File: config.mk
export PLATFORM = sky130hd
export DESIGN_NAME = mul_slave_engine
export DESIGN_NICKNAME = d
export VERILOG_FILES = /design/src/rtl/mul_pkg.sv /design/src/rtl/mul_shift_add_core.sv /design/src/rtl/mul_slave_engine.sv
export SDC_FILE = /design/constraint.sdc
export NUM_CORES = 2
export LEC_CHECK = 0
export ABC_AREA = 0
export BUFFER_PORTS_ARGS = -buffer_cell sky130_fd_sc_hd__buf_2
export CAP_MARGIN = 30
export CORE_MARGIN = 10
export CORE_UTILIZATION = 40
export DETAILED_ROUTE_END_ITERATION = 8
export PLACE_DENSITY = 0.63
export SLEW_MARGIN = 25
export SYNTH_ARGS = -nofsm -noshare
export SYNTH_HDL_FRONTEND = slang
export SYNTH_SLANG_ARGS = --single-unit
File: constraint.sdc
create_clock -name clk -period 5.7 [get_ports clk]
set_input_delay 0.285 -clock clk [delete_from_list [all_inputs] [get_ports clk]]
set_output_delay 0.285 -clock clk [all_outputs]
set_load 0.01 [all_outputs]
File: src/rtl/mul_pkg.sv
// Shared definitions for the memory-mapped shift-add multiplier: FSM encodings,
// control-block offsets and STATUS field layout.
package mul_pkg;

  typedef enum logic [1:0] {
    IDLE = 2'b00,
    DONE = 2'b01,
    BUSY = 2'b10
  } state_e;

  localparam int INT_EN_OFS = 0;
  localparam int STATUS_OFS = 1;
  localparam int START_OFS  = 2;
  localparam int CLEAR_OFS  = 3;
  localparam int IRQ_OFS    = 4;

  localparam int STATUS_STATE_LSB = 0;
  localparam int STATUS_IRQ_BIT   = 2;
  localparam int STATUS_ERR_BIT   = 3;

  function automatic logic [31:0] pack_status(state_e st, logic irq_pend, logic err);
    logic [31:0] s;
    s = '0;
    s[STATUS_STATE_LSB +: 2] = st;
    s[STATUS_IRQ_BIT]        = irq_pend;
    s[STATUS_ERR_BIT]        = err;
    return s;
  endfunction

endpackage

File: src/rtl/mul_shift_add_core.sv
// Iterative unsigned shift-add multiplier retiring STEP_BITS multiplier bits per
// cycle; done pulses for one cycle once the last partial product is accumulated.
module mul_shift_add_core #(
  parameter int WIDTH     = 64,
  parameter int STEP_BITS = 1
) (
  input  logic                 clk,
  input  logic                 reset,
  input  logic                 load,
  input  logic                 abort,
  input  logic [WIDTH-1:0]     a,
  input  logic [WIDTH-1:0]     b,
  output logic                 busy,
  output logic                 done,
  output logic [2*WIDTH-1:0]   product
);

  localparam int ITERS = WIDTH / STEP_BITS;
  localparam int CNT_W = $clog2(ITERS + 1);

  logic                 busy_q, busy_d;
  logic                 done_q, done_d;
  logic [CNT_W-1:0]     cnt_q, cnt_d;
  logic [2*WIDTH-1:0]   acc_q, acc_d;
  logic [2*WIDTH-1:0]   a_sh_q, a_sh_d;
  logic [WIDTH-1:0]     b_q, b_d;
  logic [2*WIDTH-1:0]   partial;

  // a_sh_q already carries the positional shift, so only the in-step bit offset is applied
  always_comb begin
    partial = '0;
    for (int i = 0; i < STEP_BITS; i++) begin
      if (b_q[i]) partial = partial + (a_sh_q << i);
    end
  end

  always_comb begin
    busy_d = busy_q;
    done_d = 1'b0;
    cnt_d  = cnt_q;
    acc_d  = acc_q;
    a_sh_d = a_sh_q;
    b_d    = b_q;
    if (abort) begin
      busy_d = 1'b0;
      cnt_d  = '0;
      acc_d  = '0;
    end else if (load) begin
      busy_d = 1'b1;
      cnt_d  = CNT_W'(ITERS);
      acc_d  = '0;
      a_sh_d = {{WIDTH{1'b0}}, a};
      b_d    = b;
    end else if (busy_q) begin
      acc_d  = acc_q + partial;
      a_sh_d = a_sh_q << STEP_BITS;
      b_d    = b_q >> STEP_BITS;
      cnt_d  = cnt_q - CNT_W'(1);
      if (cnt_q == CNT_W'(1)) begin
        busy_d = 1'b0;
        done_d = 1'b1;
      end
    end
  end

  always_ff @(posedge clk) begin
    if (reset) begin
      busy_q <= 1'b0;
      done_q <= 1'b0;
      cnt_q  <= '0;
      acc_q  <= '0;
      a_sh_q <= '0;
      b_q    <= '0;
    end else begin
      busy_q <= busy_d;
      done_q <= done_d;
      cnt_q  <= cnt_d;
      acc_q  <= acc_d;
      a_sh_q <= a_sh_d;
      b_q    <= b_d;
    end
  end

  assign busy    = busy_q;
  assign done    = done_q;
  assign product = acc_q;

endmodule

File: src/rtl/mul_slave_engine.sv
// Bus-slave multiplier: register file, address decode, control FSM and level
// interrupt around the shift-add core.
//   state | meaning
//   IDLE  | operands writable, waiting for START
//   BUSY  | core iterating; operand writes and START flag err
//   DONE  | R holds the product, irq_pend set; CLEAR returns to IDLE
module mul_slave_engine import mul_pkg::*; #(
  parameter int WIDTH     = 64,
  parameter int STEP_BITS = 1,
  parameter int ADDR_W    = 8
) (
  input  logic              clk,
  input  logic              reset,
  input  logic              S_sel,
  input  logic              S_wr,
  input  logic [ADDR_W-1:0] S_address,
  input  logic [31:0]       S_din,
  output logic [31:0]       S_dout,
  output logic              m_interrupt
);

  localparam int N = WIDTH / 32;
  localparam int C = 4 * N;

  state_e               state_q, state_d;
  logic [WIDTH-1:0]     a_q, a_d, b_q, b_d;
  logic [2*WIDTH-1:0]   r_q, r_d;
  logic                 int_en_q, int_en_d;
  logic                 irq_pend_q, irq_pend_d;
  logic                 err_q, err_d;
  logic [31:0]          dout_q, dout_d;

  logic [31:0]          addr32;
  logic                 wr_en, rd_en;
  logic                 start_req, clear_req;
  logic                 core_load, core_abort, core_busy, core_done;
  logic                 store_result, locked;
  logic [2*WIDTH-1:0]   core_product;

  assign addr32    = 32'(S_address);
  assign wr_en     = S_sel & S_wr;
  assign rd_en     = S_sel & ~S_wr;
  assign start_req = wr_en && (addr32 == 32'(C + START_OFS)) && S_din[0];
  assign clear_req = wr_en && (addr32 == 32'(C + CLEAR_OFS)) && S_din[0];

  mul_shift_add_core #(
    .WIDTH     (WIDTH),
    .STEP_BITS (STEP_BITS)
  ) u_core (
    .clk     (clk),
    .reset   (reset),
    .load    (core_load),
    .abort   (core_abort),
    .a       (a_q),
    .b       (b_q),
    .busy    (core_busy),
    .done    (core_done),
    .product (core_product)
  );

  always_ff @(posedge clk) begin
    if (reset) state_q <= IDLE;
    else       state_q <= state_d;
  end

  always_comb begin
    state_d = state_q;
    if (clear_req) begin
      state_d = IDLE;
    end else begin
      case (state_q)
        IDLE:    if (start_req) state_d = BUSY;
        BUSY:    if (core_done) state_d = DONE;
        DONE:    state_d = DONE;
        default: state_d = IDLE;
      endcase
    end
  end

  // CLEAR outranks both a new START and the completing step
  always_comb begin
    core_load    = (state_q == IDLE) && start_req && !clear_req;
    core_abort   = clear_req;
    store_result = (state_q == BUSY) && core_done && !clear_req;
    locked       = (state_q == BUSY) || core_busy;
  end

  always_comb begin
    a_d        = a_q;
    b_d        = b_q;
    r_d        = r_q;
    int_en_d   = int_en_q;
    irq_pend_d = irq_pend_q;
    err_d      = err_q;
    dout_d     = dout_q;

    if (wr_en) begin
      for (int k = 0; k < N; k++) begin
        if (addr32 == 32'(k)) begin
          if (locked) err_d = 1'b1;
          else        a_d[32*k +: 32] = S_din;
        end
        if (addr32 == 32'(N + k)) begin
          if (locked) err_d = 1'b1;
          else        b_d[32*k +: 32] = S_din;
        end
      end
      if (addr32 == 32'(C + INT_EN_OFS) && !locked) int_en_d = S_din[0];
      if (start_req && state_q != IDLE) err_d = 1'b1;
      if (addr32 == 32'(C + IRQ_OFS)) begin
        if (S_din[0]) irq_pend_d = 1'b0;
        if (S_din[1]) err_d      = 1'b0;
      end
    end

    // applied after the W1C so a same-cycle completion keeps irq_pend set
    if (clear_req) begin
      r_d        = '0;
      irq_pend_d = 1'b0;
    end else if (store_result) begin
      r_d        = core_product;
      irq_pend_d = 1'b1;
    end

    if (rd_en) begin
      dout_d = '0;
      for (int k = 0; k < N; k++) begin
        if (addr32 == 32'(k))     dout_d = a_q[32*k +: 32];
        if (addr32 == 32'(N + k)) dout_d = b_q[32*k +: 32];
      end
      for (int j = 0; j < 2*N; j++) begin
        if (addr32 == 32'(2*N + j)) dout_d = r_q[32*j +: 32];
      end
      if (addr32 == 32'(C + INT_EN_OFS)) dout_d = {31'b0, int_en_q};
      if (addr32 == 32'(C + STATUS_OFS)) dout_d = pack_status(state_q, irq_pend_q, err_q);
    end
  end

  always_ff @(posedge clk) begin
    if (reset) begin
      a_q        <= '0;
      b_q        <= '0;
      r_q        <= '0;
      int_en_q   <= 1'b0;
      irq_pend_q <= 1'b0;
      err_q      <= 1'b0;
      dout_q     <= '0;
    end else begin
      a_q        <= a_d;
      b_q        <= b_d;
      r_q        <= r_d;
      int_en_q   <= int_en_d;
      irq_pend_q <= irq_pend_d;
      err_q      <= err_d;
      dout_q     <= dout_d;
    end
  end

  assign S_dout      = dout_q;
  assign m_interrupt = irq_pend_q & int_en_q;

endmodule

==> run summary <==
- **Cell Rows** 106
- **largest family of logic cells by synthesized area** simple AND/OR/NAND/NOR gates
- **yosys warns** 0
- **maximum VDD drop** 0.2152 mV
- **post-route total power** 9.374 mW
- **total routing usage reported by global routing** 23.19%
- **internal power** 7.214 mW
- **Synth area leader** dfxtp_1
- **storage element area** 12460 sq um
- **post-cts repair resize count** 0
- **Pwr Density** 251.6 nW/um^2
- **number of flops mapped to enable cells by yosys** 0
- **insertion delay to the later sink of the worst-skew pair** 0.64 ns
- **post-detailed-route wirelength per cell** 21.45 um
- **number of library cell types mapped by synthesis** 92
- **setup_tns** 0 ns
- **overall die height** 309.7 um
- **xor and xnor fraction of the mapped netlist area** 3.104%
- **type of the tightest min-delay check** input port to register
- **Net Count, Synth** 4484
- **share of power burned in the clock network** 51.2%
- **standard cell area after detailed placement** 34410 sq um
- **upper clock frequency limit** 0.2067 GHz
- **Post-CTS Setup Repair Bufs** 0
- **Chip Width** 309.7 um
- **die area** 95930 sq um
- **post-route worst hold slack** 0.05193 ns
- **cell area after layout** 37250 sq um
- **Sw Ratio** 23.05%
- **Critical Path End Type** register
- **final setup vio count** 0
- **proportion of netlist area held by the largest area contributor** 37.08%
- **Final Cycle Share** 84.86%
- **antenna violations before repair** 2
- **via count of the first global-routing pass** 28.80k
- **number of buffers inserted during clock tree synthesis** 71
- **Logic pwr share** 2.4%
- **routed vias** 30.88k
- **number of vias per cell** 5.786
- **Hold Fails Final Rpt** 0
- **share of cells above drive strength 1** 8.574%
- **clk buf depth** 3
- **num ports** 77
- **sequential fraction of the synthesis area** 37.08%
- **initial detailed-routing violation count** 3179
- **RSZ-0062 raised after global routing** no
- **Synth Area in Simple Gates** 23.42%
- **initial core utilization** 40.25%
- **status** complete, no violations
- **measured slew at the worst slew-check pin** 1.057 ns
- **post-detailed-route count of antenna-violating nets** 0
- **Multi-input gate area** 19780 sq um
- **Clock transition at path regs** 0.06 ns
- **DRC violation count after routing** 0
- **Synth-to-Final Area Change** 10.95%
- **Net Sw Power** 2.161 mW
- **post-DP HPWL** 81.31 mm
- **count of state elements after synthesis** 622
- **buffer type at the clock tree root** clkbuf_16
- **largest fanout on the critical path** 65
- **maximum capacitance violations** 0
- **Leakage** 13.54 nW
- **Port Buf Inserts** 76
- **final worst clock skew** 0.04691 ns
- **number of fill cells** 8215
- **area of the core** 83420 sq um
- **overall overflow remaining after global route** 0
- **Sequential Power Share** 46.4%
- **proportion of synthesized area in mux cells** 7.058%
- **post-synthesis instance area** 33580 sq um
- **net count reported at finish** 4379
- **depth of the CTS H-tree** 3
- **global-route wire length before repair** 175.7 mm
- **endpoint required time on the critical path** 6.23 ns
- **CTS tree** built
- **worst relative slew slack** 29.51%
- **clock tree sinks** 622
- **arrival time of data at the critical path endpoint** 5.36 ns
- **DR pass1 iterations** 6
- **worst setup path category** register to register
- **post-synthesis async set-or-reset flop share** 0%
- **most instantiated library cell after synthesis** nand2_1
- **RD Place Congestion** 0.9630
- **compound-gate portion of the synthesized area** 20.13%
- **maximum number of pins on one net before global-route repair** 228
- **Final Max Tran Viols** 0
- **synthesized area divided by synthesized cell count** 7.794 sq um
- **slack of the worst reg-to-reg path** 0.86 ns
- **total wire length after detailed routing** 114.5 mm
- **Synth area leaders** dfxtp_1 (37%), nand2_1 (12%), a21oi_1 (7.7%)
- **fraction of the mapped netlist area in adder cells** 4.941%
- **gate count after technology mapping** 4308
- **most frequent cells after synthesis** nand2_1 (1088), dfxtp_1 (622), a21oi_1 (518)
- **kind of start point of the critical path** register
- **predominant post-synthesis flop cell** dfxtp_1
- **clock period minus final worst setup slack** 4.837 ns
state kept, by name (all words and copies together) (netlist names):
register	flops
u_core.cnt_q	7
S_dout	32
u_core.b_q	64
u_core.busy	1
r_q	128
irq_pend_q	1
err_q	1
b_q	64
u_core.product	128
int_en_q	1
u_core.done	1
a_q	64
state_q	2
u_core.a_sh_q	128
cells in the final DEF (no fill, tap or decap), types with 30 or more instances in the layout:
cell type / instances
nand2_1: 1083
dfxtp_1: 620
a21oi_1: 518
nor2_1: 334
and2_1: 141
o21ai_0: 133
ha_1: 131
a311oi_1: 128
xnor2_1: 73
buf_2: 73
clkbuf_16: 72
mux2i_1: 68
nand4_1: 67
mux4_2: 60
a21o_1: 56
nand3_1: 54
xor2_1: 46
inv_1: 40
dlygate4sd3_1: 33
nor3_1: 32
o21bai_1: 32
mux2_2: 30
power groups by stage:
stage               Combinational, mW  Sequential, mW  Clock [mW]
floorplan                       0.122            4.45           0
global placement                0.203            4.45           0
detailed placement              0.205            4.45           0
CTS                             0.224            4.35        4.86
global route                    0.243            4.35        5.04
finish                          0.228            4.35        4.80
metal layers:
metal | part of all wire (%) | GRT usage, % | vias to the layer above
met5 | 0.011 | 0 | -
met4 | 2.8 | 7.649 | 2
met3 | 5.7 | 2.679 | 145
met2 | 45 | 36.71 | 1057
met1 | 46 | 32.48 | 14830
li1 | - | - | 14850
critical path, cell delays in order (launching register included):
cell and delay (ns):
dfxtp_4 0.71, buf_4 0.58, and2_1 0.24, ha_1 0.24, nand2_1 0.16, nor2_1 0.32, and4_1 0.28, nand3_1 0.10
a31oi_1 0.47, o21ai_1 0.23, a21oi_1 0.44, nor2_1 0.15, o41ai_2 0.36, mux2i_1 0.22, nand3_1 0.08
final cells by class:
cell class              count  share of cell area, %
diodes                      1               0.006717
clock buffers             104                  5.696
clock inverters            23                 0.9035
inverters                  42                 0.4232
multi-input cells        3326                  53.10
flip-flops and latches    622                  33.45
well taps                1080                  3.627
repair buffers            140                  2.794
worst paths after layout:
kind,from,endpoint,cells past startpoint
worst max-delay path,u_core.b_q[0],u_core.product[126],14
worst min register to register,u_core.a_sh_q[104],u_core.a_sh_q[105],2
worst min-delay path,S_sel,err_q,3
worst max register to register,u_core.b_q[0],u_core.product[126],14
cells by family after synthesis:
| family | count (synthesis) |
|---|---|
| AOI/OAI and AO/OA | 1086 |
| xor gates and xnor gates | 119 |
| adders and majority gates | 132 |
| buffers and inverters | 360 |
| DFF | 622 |
| muxes | 158 |
| and+or+nand+nor | 1831 |
per-stage QoR:
| stage | setup slack, ns | util [%] | std cells |
|---|---|---|---|
| 3_3_place_gp | 1.107 | 41.24 | 5174 |
| 3_5_place_dp | 0.9741 | 41.25 | 5175 |
| 2_1_floorplan | 1.928 | - | 4308 |
| 6_report | 0.8628 | 44.66 | 5338 |
| 5_1_grt | 0.4614 | 44.65 | 5337 |
| 4_1_cts | 0.9657 | 44.60 | 5335 |
repair_timing:
| action | in CTS | in global routing |
|---|---|---|
| hold endpoints to repair | 130 | 0 |
| hold buffers | 33 | 0 |
| endpoints found under the setup margin | 0 | 0 |
Power figures use the tool's default switching activity.
